`config.mk`:
```
export PLATFORM = sky130hd
export DESIGN_NAME = com_tx_prefetch_flat
export DESIGN_NICKNAME = d
export VERILOG_FILES = /design/src/rtl/com_pkg.sv /design/src/rtl/com_tx_prefetch_if.sv /design/src/rtl/com_fifo_mem.sv /design/src/rtl/com_tx_prefetch.sv /design/src/flat_wrapper.sv
export SDC_FILE = /design/constraint.sdc
export NUM_CORES = 1
export LEC_CHECK = 0
export ABC_AREA = 1
export BUFFER_PORTS_ARGS = -buffer_cell sky130_fd_sc_hd__buf_2
export CAP_MARGIN = 10
export CELL_PAD_IN_SITES_DETAIL_PLACEMENT = 1
export CELL_PAD_IN_SITES_GLOBAL_PLACEMENT = 2
export CORE_MARGIN = 2
export CORE_UTILIZATION = 40
export DETAILED_ROUTE_END_ITERATION = 8
export GPL_TIMING_DRIVEN = 1
export PLACE_DENSITY = 0.84
export SLEW_MARGIN = 40
export SYNTH_ARGS = -nofsm -noshare
export SYNTH_HDL_FRONTEND = slang
export SYNTH_SLANG_ARGS = --single-unit
```
`constraint.sdc`:
```
create_clock -name clk -period 4.95 [get_ports clk]
set_clock_uncertainty 0.05 [all_clocks]
set_input_delay 0.99 -clock clk [delete_from_list [all_inputs] [get_ports clk]]
set_output_delay 0.99 -clock clk [all_outputs]
set_load 0.02 [all_outputs]
```
`src/rtl/com_pkg.sv`:
```
// Shared definitions for the COM SPI peripheral transmit path.
//   COM_WORD_W   : SPI frame / word width
//   COM_TX_DEPTH : default storage entries of the transmit prefetch buffer
//   com_word_t   : one transmit word
package com_pkg;

  localparam int COM_WORD_W   = 16;
  localparam int COM_TX_DEPTH = 16;

  typedef logic [COM_WORD_W-1:0] com_word_t;

endpackage

```
`src/rtl/com_tx_prefetch_if.sv`:
```
// Bus and shifter signals of the transmit prefetch buffer.
//   master : bus writer / shifter / configuration side
//   slave  : the prefetch buffer itself
interface com_tx_prefetch_if
  import com_pkg::*;
#(
  parameter int WIDTH   = COM_WORD_W,
  parameter int DEPTH   = COM_TX_DEPTH,
  parameter int LEVEL_W = $clog2(DEPTH + 2)
);
  logic               wr_valid;
  logic [WIDTH-1:0]   wr_data;
  logic               wr_ready;
  logic               shift_load;
  logic [WIDTH-1:0]   shift_data;
  logic               hold;
  logic               clear;
  logic [LEVEL_W-1:0] watermark;
  logic               irq_low;
  logic [LEVEL_W-1:0] level;
  logic               underflow;
  logic               underflow_clr;

  modport master (
    output wr_valid, wr_data, shift_load, clear, watermark, underflow_clr,
    input  wr_ready, shift_data, hold, irq_low, level, underflow
  );

  modport slave (
    input  wr_valid, wr_data, shift_load, clear, watermark, underflow_clr,
    output wr_ready, shift_data, hold, irq_low, level, underflow
  );
endinterface

```
`src/rtl/com_fifo_mem.sv`:
```
// Storage array for the transmit prefetch buffer: synchronous write,
// combinational read (maps to LUT RAM). No reset; validity is tracked
// by the control logic in the top module.
//   clk_i   : clock
//   we_i    : write enable
//   waddr_i : write address
//   wdata_i : write word
//   raddr_i : read address
//   rdata_o : combinational read word
module com_fifo_mem #(
  parameter int WIDTH = 16,
  parameter int DEPTH = 16,
  parameter int ADDR_W = $clog2(DEPTH)
) (
  input  logic              clk_i,
  input  logic              we_i,
  input  logic [ADDR_W-1:0] waddr_i,
  input  logic [WIDTH-1:0]  wdata_i,
  input  logic [ADDR_W-1:0] raddr_i,
  output logic [WIDTH-1:0]  rdata_o
);

  logic [WIDTH-1:0] mem_q [DEPTH];

  always_ff @(posedge clk_i) begin
    if (we_i) mem_q[waddr_i] <= wdata_i;
  end

  assign rdata_o = mem_q[raddr_i];

endmodule

```
`src/rtl/com_tx_prefetch.sv`:
```
// Transmit prefetch buffer in front of the COM SPI peripheral shifter.
// Keeps the next outgoing word in a head register so the shifter can take
// it at frame start with no latency; storage behind it holds DEPTH words.
//   clk   : system clock
//   rst_n : asynchronous active-low reset
//   bus   : write handshake, shifter load/data, hold, clear, watermark,
//           low-water irq, level and sticky underflow (see com_tx_prefetch_if)
module com_tx_prefetch
  import com_pkg::*;
#(
  parameter int WIDTH   = COM_WORD_W,
  parameter int DEPTH   = COM_TX_DEPTH,
  parameter int LEVEL_W = $clog2(DEPTH + 2)
) (
  input  logic clk,
  input  logic rst_n,
  com_tx_prefetch_if.slave bus
);

  localparam int PTR_W = $clog2(DEPTH);

  logic [PTR_W-1:0]   wr_ptr_q, wr_ptr_d;
  logic [PTR_W-1:0]   rd_ptr_q, rd_ptr_d;
  logic [LEVEL_W-1:0] count_q, count_d;
  logic               head_valid_q, head_valid_d;
  logic [WIDTH-1:0]   head_q, head_d;
  logic               underflow_q, underflow_d;
  logic               irq_low_q, irq_low_d;

  logic [LEVEL_W-1:0] level_q, level_d;
  logic               wr_fire;
  logic               mem_we;
  logic [WIDTH-1:0]   mem_rdata;

  assign level_q = count_q + LEVEL_W'(head_valid_q);
  assign wr_fire = bus.wr_valid && (level_q < LEVEL_W'(DEPTH + 1));

  always_comb begin
    wr_ptr_d     = wr_ptr_q;
    rd_ptr_d     = rd_ptr_q;
    count_d      = count_q;
    head_valid_d = head_valid_q;
    head_d       = head_q;
    mem_we       = 1'b0;
    // An empty load is an underflow even when a clear lands in the same cycle.
    underflow_d  = (underflow_q && !bus.underflow_clr) ||
                   (bus.shift_load && !head_valid_q);

    if (bus.clear) begin
      wr_ptr_d     = '0;
      rd_ptr_d     = '0;
      count_d      = '0;
      head_valid_d = 1'b0;
      head_d       = '0;
    end else begin
      // Head advances first; storage is never non-empty while head is invalid.
      if (bus.shift_load && head_valid_q) begin
        if (count_q != '0) begin
          head_d   = mem_rdata;
          rd_ptr_d = rd_ptr_q + 1'b1;
          count_d  = count_q - 1'b1;
        end else if (wr_fire) begin
          head_d = bus.wr_data;
        end else begin
          head_valid_d = 1'b0;
          head_d       = '0;
        end
      end

      if (wr_fire) begin
        if (!head_valid_q) begin
          head_d       = bus.wr_data;
          head_valid_d = 1'b1;
        end else if (!(bus.shift_load && count_q == '0)) begin
          // Read and write never alias: a full buffer refuses the write.
          mem_we   = 1'b1;
          wr_ptr_d = wr_ptr_q + 1'b1;
          count_d  = count_d + 1'b1;
        end
      end
    end

    level_d   = count_d + LEVEL_W'(head_valid_d);
    irq_low_d = (level_d <= bus.watermark);
  end

  always_ff @(posedge clk or negedge rst_n) begin
    if (!rst_n) begin
      wr_ptr_q     <= '0;
      rd_ptr_q     <= '0;
      count_q      <= '0;
      head_valid_q <= 1'b0;
      head_q       <= '0;
      underflow_q  <= 1'b0;
      irq_low_q    <= 1'b1;
    end else begin
      wr_ptr_q     <= wr_ptr_d;
      rd_ptr_q     <= rd_ptr_d;
      count_q      <= count_d;
      head_valid_q <= head_valid_d;
      head_q       <= head_d;
      underflow_q  <= underflow_d;
      irq_low_q    <= irq_low_d;
    end
  end

  com_fifo_mem #(
    .WIDTH (WIDTH),
    .DEPTH (DEPTH)
  ) u_mem (
    .clk_i   (clk),
    .we_i    (mem_we),
    .waddr_i (wr_ptr_q),
    .wdata_i (bus.wr_data),
    .raddr_i (rd_ptr_q),
    .rdata_o (mem_rdata)
  );

  assign bus.wr_ready   = level_q < LEVEL_W'(DEPTH + 1);
  assign bus.shift_data = head_q;
  assign bus.hold       = !head_valid_q;
  assign bus.level      = level_q;
  assign bus.underflow  = underflow_q;
  assign bus.irq_low    = irq_low_q;

endmodule

```
`src/flat_wrapper.sv`:
```
// flat-port wrapper written by rule: the top's interface ports become plain ports
module com_tx_prefetch_flat import com_pkg::*;
#(
  parameter int WIDTH   = COM_WORD_W,
  parameter int DEPTH   = COM_TX_DEPTH,
  parameter int LEVEL_W = $clog2(DEPTH + 2)
)
  (clk, rst_n, bus_wr_valid, bus_wr_data, bus_shift_load, bus_clear, bus_watermark, bus_underflow_clr, bus_wr_ready, bus_shift_data, bus_hold, bus_irq_low, bus_level, bus_underflow);
  com_tx_prefetch_if #(.WIDTH(WIDTH), .DEPTH(DEPTH), .LEVEL_W(LEVEL_W)) bus_i ();
  input  logic clk;
  input  logic rst_n;
  input wire logic [$bits(bus_i.wr_valid)-1:0] bus_wr_valid;
  input wire logic [$bits(bus_i.wr_data)-1:0] bus_wr_data;
  input wire logic [$bits(bus_i.shift_load)-1:0] bus_shift_load;
  input wire logic [$bits(bus_i.clear)-1:0] bus_clear;
  input wire logic [$bits(bus_i.watermark)-1:0] bus_watermark;
  input wire logic [$bits(bus_i.underflow_clr)-1:0] bus_underflow_clr;
  output wire logic [$bits(bus_i.wr_ready)-1:0] bus_wr_ready;
  output wire logic [$bits(bus_i.shift_data)-1:0] bus_shift_data;
  output wire logic [$bits(bus_i.hold)-1:0] bus_hold;
  output wire logic [$bits(bus_i.irq_low)-1:0] bus_irq_low;
  output wire logic [$bits(bus_i.level)-1:0] bus_level;
  output wire logic [$bits(bus_i.underflow)-1:0] bus_underflow;
  assign bus_i.wr_valid = bus_wr_valid;
  assign bus_i.wr_data = bus_wr_data;
  assign bus_i.shift_load = bus_shift_load;
  assign bus_i.clear = bus_clear;
  assign bus_i.watermark = bus_watermark;
  assign bus_i.underflow_clr = bus_underflow_clr;
  assign bus_wr_ready = bus_i.wr_ready;
  assign bus_shift_data = bus_i.shift_data;
  assign bus_hold = bus_i.hold;
  assign bus_irq_low = bus_i.irq_low;
  assign bus_level = bus_i.level;
  assign bus_underflow = bus_i.underflow;
  com_tx_prefetch #(.WIDTH(WIDTH), .DEPTH(DEPTH), .LEVEL_W(LEVEL_W)) u_core (.clk(clk), .rst_n(rst_n), .bus(bus_i));
endmodule
```
# Word-level counts from Yosys, hierarchy flattened
# Memory sizes are Yosys's and may differ from the RTL's.
# Cells that the tools add are included.
# totals
out_inout_bits	25
mem_bits_rw	256
elab_cells	65
reg_bits	32
mem_count	1
# mem_list
memory	depth	width	read_ports	rd_ports_with_merged_regs	wr	line	text
u_core.u_mem.mem_q	16	16	1	0	1	com_fifo_mem.sv:23	logic [WIDTH-1:0] mem_q [DEPTH];
# op_classes
n_mux	32
eq_ne	1
n_lt_le_gt_ge	2
n_addsub	6
reduce_logical	16
# op_table
operator	count
two-way mux 16 bit	6
two-way mux 5 bit	7
two-way mux 4 bit	7
two-way mux 1 bit	12
adder 5 x 1 -> 5 bit	2
adder 4 x 1 -> 4 bit, second input constant	2
nonzero test 2 bit	4
adder 5 x 1 -> 5 bit, second input constant	1
less-or-equal comparator 5 bit	1
logical AND 1 bit	5
zero test 5 bit	1
< comparator 5 bit, second input constant	1
nonzero test 5 bit	1
subtractor 5 x 1 -> 5 bit, second input constant	1
AND reduction 3 bit	1
zero test 1 bit	2
!= test 2 bit, second input constant	1
AND reduction 2 bit	1
logical OR 1 bit	1

# Longest topological paths before layout
# Gate-level depths: netlist of the first run.
# logic_depth
depth_word	11
mapped_depth	23

# Hierarchy
# From an unflattened synthesis of the first run, not the netlist that was laid out.
# unflattened
cells_unflattened	1368
hier_area_um2	13351.6
# by_module_without_submodules
mod	area_per_inst_um2	seq_area_each_um2	n_inst	cells_each
com_fifo_mem	11060.6	7687.4	1	1058
com_tx_prefetch	2290.9	802.0	1	310

# Worst setup path after synthesis of the first run
# Ideal clock, no wire load.
# synth_path
kind	reg-to-reg
start	register u_core.head_valid_q
end	memory u_core.u_mem.mem_q[12][0] (enable)
arrival_time_ps	3229
synth_period_minus_slack_ps	3688
required_ps	4491
path_buffers	0
stages_incl_launch_ff	11
path_slack_ps	1262
setup_time_ps	409
cell_sequence	dfrtp_1 > ha_1 > ha_1 > or2_2 > nor2_1 > nand2_1 > nand2_4 > nand4_4 > nor2_2 > nand2_1 > nor3_1
# synth_between
elab_chain_len	7
# synth_rtl
item	line	text
from (decl)	com_tx_prefetch.sv:25	logic head_valid_q, head_valid_d;
from (signal assigned)	com_tx_prefetch.sv:100	head_valid_q <= head_valid_d;
adder 5 x 1 -> 5 bit	com_tx_prefetch.sv:35	assign level_q = count_q + LEVEL_W'(head_valid_q);
via bus_level[1]	flat_wrapper.sv:22	output wire logic [$bits(bus_i.level)-1:0] bus_level;
< comparator 5 bit	n/a	
via bus_wr_ready	flat_wrapper.sv:18	output wire logic [$bits(bus_i.wr_ready)-1:0] bus_wr_ready;
logical AND 1 bit	com_tx_prefetch.sv:36	assign wr_fire = bus.wr_valid && (level_q < LEVEL_W'(DEPTH + 1));
two-way mux 1 bit	com_tx_prefetch.sv:70	if (wr_fire) begin
two-way mux 1 bit	com_tx_prefetch.sv:49	if (bus.clear) begin
two-way mux 1 bit	com_fifo_mem.sv:26	if (we_i) mem_q[waddr_i] <= wdata_i;
two-way mux 1 bit (not written as such)	com_fifo_mem.sv:26	
to (decl)	com_fifo_mem.sv:23	
# The timed path passes the listed nets, and every way through them passes these cells.

# Worst setup path in the final report of the first run
# layout_path
start	register u_core.head_valid_q
end	register u_core.irq_low_q (netlist: u_core.bus.irq_low)
# layout_lines
item	line	text
logical AND 1 bit	com_tx_prefetch.sv:57	if (bus.shift_load && head_valid_q) begin
two-way mux 5 bit	com_tx_prefetch.sv:57	
two-way mux 5 bit	com_tx_prefetch.sv:49	
adder 5 x 1 -> 5 bit	com_tx_prefetch.sv:78	count_d = count_d + 1'b1;
two-way mux 5 bit	com_tx_prefetch.sv:74	end else if (!(bus.shift_load && count_q == '0)) begin
two-way mux 5 bit	com_tx_prefetch.sv:71	if (!head_valid_q) begin
two-way mux 5 bit (*)	com_tx_prefetch.sv:70	
two-way mux 5 bit (*)	com_tx_prefetch.sv:49	
via u_core.count_d[0]	com_tx_prefetch.sv:24	logic [LEVEL_W-1:0] count_q, count_d;
adder 5 x 1 -> 5 bit (*)	com_tx_prefetch.sv:83	level_d = count_d + LEVEL_W'(head_valid_d);
less-or-equal comparator 5 bit (*)	com_tx_prefetch.sv:84	irq_low_d = (level_d <= bus.watermark);
via u_core.irq_low_d	com_tx_prefetch.sv:28	logic irq_low_q, irq_low_d;
to (signal assigned)	com_tx_prefetch.sv:103	irq_low_q <= irq_low_d;
to (decl)	com_tx_prefetch.sv:28	
# Mark *: on every way through the listed nets, which the timed path passes. The rest lies on a longest branch. The select of a mux whose other input is x is not followed.
# A chain may end at the register's enable or synchronous reset.

==> results.md, run 1 <==
* Status: finished, final reports clean
* Hold Buf Count CTS at 0
* H-tree levels at 1
* Resized cells post-CTS at 0
* Synthesized cell area at 12600 um^2
* Psw at 0.00133 W
* Clock power frac at 0.400
* WP buf/inv at 1
* Die height at 181 um
* CTS sink count at 288
* Die ar. at 32900 um^2
* Worst Path Arrival at 4310 ps
* Post-layout min period at 3880 ps
* Final setup violation count at 0
* Max clock buf depth at 3
* Fmax achieved at 0.258 GHz
* Final Max Slew Viols at 0
* Syn Nets at 1197
* GRT Util Overall at 0.221
* Commonest non-fill, non-tap cell in the layout: nand2_1
* Seq/Total Area, Yosys at 0.675
* Worst reg2reg startpoint: u_core.head_valid_q
* P_leak at 5.37 nW
* Final Cell Area at 14200 um^2
* Reg power frac at 0.501
* Crit Path Class: register to register
* Overflow left after global routing at 0
* Final hold viol count at 0
* Core area at 30700 um^2
* Switch share at 0.246
* Register-to-Register Path Depth at 21
* Vias at 8962
* Clock Root Buffer: clkbuf_16
* Vias in the first global route at 9457
* Mapped Cells at 1153
* Clk_lat worst skew at 570 ps
* Gpl congestion at 0.806
* Logic pwr share at 0.099
* Clk slew on worst S/H paths at 60 ps
* Pint at 0.00410 W
* CP Capture Point: u_core.bus.irq_low
* Worst hold path class: input port to asynchronous set/reset pin
* Final TNS setup at 0 ps
* Post-CTS setup buffer count at 0
* Critical path peak fanout at 7
* Worst-path cell chain: ha_1 -> ha_1 -> or2_2 -> nor2_1 -> nand2_1 -> nand2_4 -> nand4_4 -> nor2_2 -> nand2_1 -> o21ai_0 -> ha_1 -> ha_1 -> inv_1 -> nor2_1 -> nand2_1 -> nand2_1 -> nand2_1 -> ha_1 -> nand4_1 -> o221ai_1 -> o21ai_0
* DR iter-0 viols at 650
* Top Family by Delay on Critical Path: simple AND/OR/NAND/NOR gates
* Instance count on the critical path at 21
* Final period util at 0.784
* Final worst slack at 1070 ps
* Worst-Margin Slew at 841 ps
* DRC Markers at 0
* Initial Util at 0.409
* WL/cell at 22.1 um
* Share of layout cells above drive strength 1 at 0.144
* PD cells at 381 nW/um^2
* IO Port Bufs at 51
* Die W at 181 um
* FF-to-FF End: u_core.bus.irq_low
* First-pass GRT wire length at 55600 um
* CP startpoint: u_core.head_valid_q
* Nets@finish at 1244
* CTS tree: yes
* Detailed Routing Iterations Pass 1 at 5
* Cts bufs inserted at 31
* ANT cells at 0
* Relative slew slack at 0.439
* Routed vias/inst at 5.54
* Std-Cell Rows at 64
* Startpoint Class: register
* Yosys cell types at 35
* Placement-stage cell area at 13300 um^2
* Critical path's slowest cell: dfrtp_1
* Average cell area after synthesis at 10.9 um^2
* Number of max-cap violations at 0
* Final WL at 35900 um
* Peak supply drop at 0.000262 V
* I/O Pins at 52
* Area growth syn-to-layout at 13.3%
* Pre-CTS WS at 784 ps
* CP Data Required Time at 5380 ps
* Initial antenna violation count at 3
* CP peak stage delay at 490 ps
* Setup crit end kind: register
* Highest-count cells in the layout ignoring fill and taps: 352 x nand2_1, 256 x edfxtp_1, 219 x nand3_1
* Synth Register Bits at 288
* Pin count of the biggest net entering global routing at 75
* Post-route ant nets at 0
* Setup slack, reg-to-reg at 1070 ps
* Yosys Warn Count at 0
* RSZ-0062 raised after global routing: false
* Detail Placement HPWL at 21300 um
synth_stat cells (all sizes together):
library cell | instances | area, um^2
o21bai | 2 | 15.0
a211oi | 1 | 7.51
nor2 | 28 | 148
edfxtp | 256 | 7690
nand2 | 361 | 1390
dfstp | 1 | 26.3
a21oi | 43 | 215
o21a | 1 | 7.51
o21ai | 23 | 115
nand4 | 12 | 90.1
or2 | 15 | 93.8
dfrtp | 31 | 776
buf | 33 | 181
nor3 | 5 | 25.0
xor2 | 2 | 25.0
inv | 51 | 194
nand3 | 219 | 1100
o211ai | 11 | 82.6
clkbuf | 30 | 113
ha | 17 | 213
clkinv | 4 | 16.3
o221ai | 1 | 8.76
o31ai | 5 | 37.5
a31oi | 1 | 6.26
registers in the layout, indices dropped and copies added, names as in the netlist:
signal                 cells
u_core.count_q             5
u_core.bus.shift_data     16
u_core.wr_ptr_q            4
u_core.head_valid_q        1
u_core.rd_ptr_q            4
u_core.bus.irq_low         1
u_core.u_mem.mem_q       256
u_core.bus.underflow       1
per-layer routing:
layer	global-route usage	up-vias	share of wire
met2	0.379	204	0.49
met3	0.0286	65	0.042
met4	0.0602	6	0.024
met5	0	-	0.0011
li1	-	4111	-
met1	0.297	4576	0.44
area by class of cell:
type | instances | area, um^2
fill | 3403 | 16500
sequential | 288 | 8490
multi-input combinational | 747 | 3630
clock buffer | 47 | 876
tap | 396 | 495
timing repair buffer | 77 | 469
inverter | 55 | 214
clock inverter | 9 | 66.3
cells by family (layout without fill, tap and decap cells):
group,count (synthesis),in the layout,synth area share
buf+inv,118,188,0.0401
simple gates,640,640,0.226
fa+ha+maj,17,17,0.0169
flops,288,288,0.675
xor+xnor,2,2,0.00199
compound gates,88,88,0.0394
worst min path at each step:
| stage | to | slack [ps] | cells after the start |
|---|---|---|---|
| finish | u_core.count_q[4] | 340 | 1 |
| global route | u_core.bus.shift_data[10] | 360 | 1 |
| CTS | u_core.count_q[2] | 350 | 1 |
| detailed placement | u_core.bus.underflow | 480 | 2 |
| global placement | u_core.bus.underflow | 450 | 2 |
| floorplan | u_core.wr_ptr_q[1] | 550 | 2 |
stage by stage:
| step | util | hold slack, ps | cells | total power, W |
|---|---|---|---|---|
| floorplan | - | 546 | 1153 | 0.00311 |
| global placement | 0.432 | 455 | 1563 | 0.00329 |
| detailed placement | 0.432 | 482 | 1563 | 0.00331 |
| CTS | 0.463 | 348 | 1619 | 0.00548 |
| global route | 0.463 | 356 | 1619 | 0.00564 |
| finish | 0.463 | 336 | 1619 | 0.00543 |
power by group through the flow:
stage / clock network, W / logic [W] / registers (W)
2_1_floorplan: 0 / 0.000347 / 0.00277
3_3_place_gp: 0 / 0.000521 / 0.00277
3_5_place_dp: 0 / 0.000539 / 0.00277
4_1_cts: 0.00221 / 0.000544 / 0.00272
5_1_grt: 0.00231 / 0.000604 / 0.00273
6_report: 0.00217 / 0.000537 / 0.00272
No activity file was read; power rests on OpenSTA's default activity.
==> run 2, diff against run 1 <==
- ABC_AREA: 1 -> 0
- PLACE_DENSITY: 0.84 -> 0.76
- clock period: 4.95 -> 3.6 ns (I/O delays scaled with it)
==> run 2 against run 1 <==
Effect of this change:
- maximum frequency up 14%
- worst hold slack got worse by 270 ps
- first-iteration DRC count shrank 27%
- clock power is 44% higher
- total power rose by 61%
- highest routed layer is now met4
- combinational power grew to 3.2 times the previous value
- worst setup slack worse by 870 ps
- critical path type unchanged
- clock-buffer cell count is 17 lower
- sequential share of layout area grew 0.84 points
- non-clock buffer count is 14 higher
- register-to-register slack worse by 870 ps
==> results.md, run 2 <==
* Max FFs per register at 256 (unchanged)
* Most frequent cells after synthesis: 256 x edfxtp_1, 72 x mux4_2, 47 x nor2_1
* IO Port Bufs at 51 (unchanged)
* Worst-Margin Slew at 664 ps (-176 ps)
* Syn Nets at 717 (-40%)
* Asr flop ratio synth at 0.111 (unchanged)
* Most common cell in the synthesized netlist: edfxtp_1
* Worst Path Arrival at 3830 ps (-480 ps)
* Pin count of the biggest net entering global routing at 46 (-39%)
* P_leak at 4.67 nW (-13%)
* Status: finished, final reports clean
* Clock Root Buffer: clkbuf_16
* Average cell area after synthesis at 17.9 um^2 (+65%)
* Final Max Slew Viols at 0 (unchanged)
* Die W at 178 um (-1.9%)
* Final WL at 28800 um (-20%)
* CP Data Required Time at 4030 ps (-1350 ps)
* Cts bufs inserted at 29 (-6.5%)
* Final TNS setup at 0 ps (unchanged)
* Biggest register: u_core.u_mem.mem_q
* First-pass GRT wire length at 43700 um (-21%)
* Relative slew slack at 0.557 (+0.118)
* Nets@finish at 802 (-36%)
* DRC Markers at 0 (unchanged)
* Crit Path Class: register to register
* Post-synth EDFFs at 256 (unchanged)
* Met3 Wirelength at 1360 um (-10%)
* Number of max-cap violations at 0 (unchanged)
* Top FF cell, synth: edfxtp_1
* Commonest non-fill, non-tap cell in the layout: edfxtp_1
* Detail Placement HPWL at 17600 um (-17%)
* WL/cell at 24.6 um (+11%)
* Startpoint Class: register
* Core area at 29700 um^2 (-3.4%)
* Gpl congestion at 0.831 (+3.1%)
* Share of layout cells above drive strength 1 at 0.320 (+0.176)
* Psw at 0.00240 W (+80%)
* Top layer in use: met4
* Peak supply drop at 0.000363 V (+38%)
* Seq/Total Area, Yosys at 0.703 (+0.0276)
* Reg power frac at 0.447 (-0.054)
* I/O Pins at 52 (unchanged)
* Die ar. at 31600 um^2 (-3.8%)
* Yosys cell types at 53 (+51%)
* H-tree levels at 1 (unchanged)
* PD cells at 622 nW/um^2 (+63%)
* Pwr Total at 0.00873 W (+61%)
* Top cells by area, synth: edfxtp_1 64%, mux4_2 13%, dfrtp_1 6.4%, ha_1 1.8%, nor2_1 1.5%
* Fillers at 2820 (-17%)
* Pint at 0.00633 W (+55%)
* Met2 routed WL at 14400 um (-18%)
* Setup crit end kind: register
* Final Cell Area at 14000 um^2 (-1.4%)
* Initial Util at 0.406 (-0.00243)
* Final hold viol count at 0 (unchanged)
* Top-area cell type share of the netlist area at 0.636 (+0.0250)
* Clk_lat worst skew at 550 ps (-20 ps)
* Vias at 6446 (-28%)
* Synthesized cell area at 12100 um^2 (-3.9%)
* CTS tree: yes
* Overflow left after global routing at 0 (unchanged)
* Die height at 178 um (-1.9%)
* Switch share at 0.275 (+0.0289)
* Detailed Routing Iterations Pass 1 at 4 (-1)
* Logic pwr share at 0.196 (+0.097)
* Post-route ant nets at 0 (unchanged)
* GRT Util Overall at 0.187 (-0.0341)
* Multi-input logic area at 3390 um^2 (-6.5%)
* Placement-stage cell area at 13000 um^2 (-2.2%)
* Critical path peak fanout at 4 (-3)
* Mapped Cells at 673 (-42%)
* Clk slew on worst S/H paths at 70 ps (about the same)
* Register Area at 8500 um^2 (about the same)
* Post-layout min period at 3400 ps (-483 ps)
* Clock power frac at 0.357 (-0.043)
* Fmax achieved at 0.294 GHz (+14%)
* Initial antenna violation count at 0 (-3)
* Routed vias/inst at 5.50 (-0.56%)
* Metal-1 WL at 12400 um (-22%)
* Worst hold path class: input port to asynchronous set/reset pin
* Max clock buf depth at 3 (unchanged)
* CTS sink count at 288 (unchanged)
* RSZ-0062 raised after global routing: false
* Yosys Warn Count at 0 (unchanged)
* Top cell type by total area after synthesis: edfxtp_1
* Vias in the first global route at 7177 (-24%)
* Final core occ at 0.473 (+0.00952)
* ANT cells at 0 (unchanged)
* Synth Register Bits at 288 (unchanged)
* Highest-count cells in the layout ignoring fill and taps: 256 x edfxtp_1, 72 x mux4_2, 50 x buf_2
* Std-Cell Rows at 63 (-1.6%)
* Area growth syn-to-layout at 16.3%
* DR iter-0 viols at 476 (-27%)
* Final period util at 0.944 (+0.160)
* Final setup violation count at 0 (unchanged)
[run 2: area by class of cell]
type                    instances  area share
clock buffers                  30      0.0519
inverters                      14     0.00374
clock inverters                24      0.0189
flip-flops and latches        288       0.605
well taps                     390      0.0347
multi-input cells             334       0.242
repair buffers                 91      0.0444
[run 2: metrics by stage]
| step | hold slack (ps) | std cells | setup slack (ps) |
|---|---|---|---|
| global route | 88.2 | 1171 | 13.4 |
| finish | 66.3 | 1171 | 203 |
| detailed placement | 429 | 1114 | 29.3 |
| global placement | 424 | 1114 | 184 |
| CTS | 223 | 1168 | 5.91 |
| floorplan | 374 | 673 | 93.3 |
[run 2: layer usage]
| metal | vias up | global-route usage |
|---|---|---|
| li1 | 2855 | - |
| met1 | 3370 | 0.250 |
| met2 | 171 | 0.318 |
| met3 | 50 | 0.0285 |
| met4 | 0 | 0.0540 |
| met5 | - | 0 |
[run 2: worst paths after layout]
check                           depth (start not counted)            startpoint  slack [ps]                    to
worst max-delay path                                   16     u_core.count_q[0]         200    u_core.bus.irq_low
worst min-delay path                                    1                 rst_n          70    u_core.wr_ptr_q[3]
worst max register to register                         16     u_core.count_q[0]         200    u_core.bus.irq_low
worst min register to register                          1  u_core.bus.underflow         440  u_core.bus.underflow
max in group asynchronous                               1                 rst_n        3070     u_core.count_q[0]
min in group clk                                        2             bus_clear         360   u_core.head_valid_q
[run 2: what timing repair did]
action | CTS | global route
hold buffers | 0 | 0
setup buffers | 0 | 3
resized for setup | 0 | 11
setup endpoints to repair | 0 | 1
[run 2: power groups by stage]
stage | clock network [W] | registers [W] | logic, W
floorplan | 0 | 0.00398 | 0.00114
global placement | 0 | 0.00395 | 0.00163
detailed placement | 0 | 0.00397 | 0.00169
CTS | 0.00320 | 0.00390 | 0.00170
global route | 0.00331 | 0.00391 | 0.00188
finish | 0.00312 | 0.00390 | 0.00171
[run 2: kinds of logic after synthesis]
logic type / Yosys count / share of synthesized area
xor gates and xnor gates: 17 / 0.0129
adders and majority gates: 17 / 0.0176
muxes: 85 / 0.146
DFF: 288 / 0.703
buffers and inverters: 51 / 0.0211
AOI/OAI and AO/OA: 81 / 0.0438
and+or+nand+nor: 134 / 0.0557
[run 2: worst max-delay path, stage by stage, from the launching register on]
cell	delay, ps
dfrtp_2	450
inv_2	110
ha_1	190
or4b_4	510
nand2_1	110
o21ai_1	80
ha_1	300
nand3_1	80
a21oi_2	240
ha_1	270
ha_1	300
nor2b_1	140
o21ai_1	110
nand2b_1	60
a21oi_1	150
nor2b_1	60
o22ai_1	120
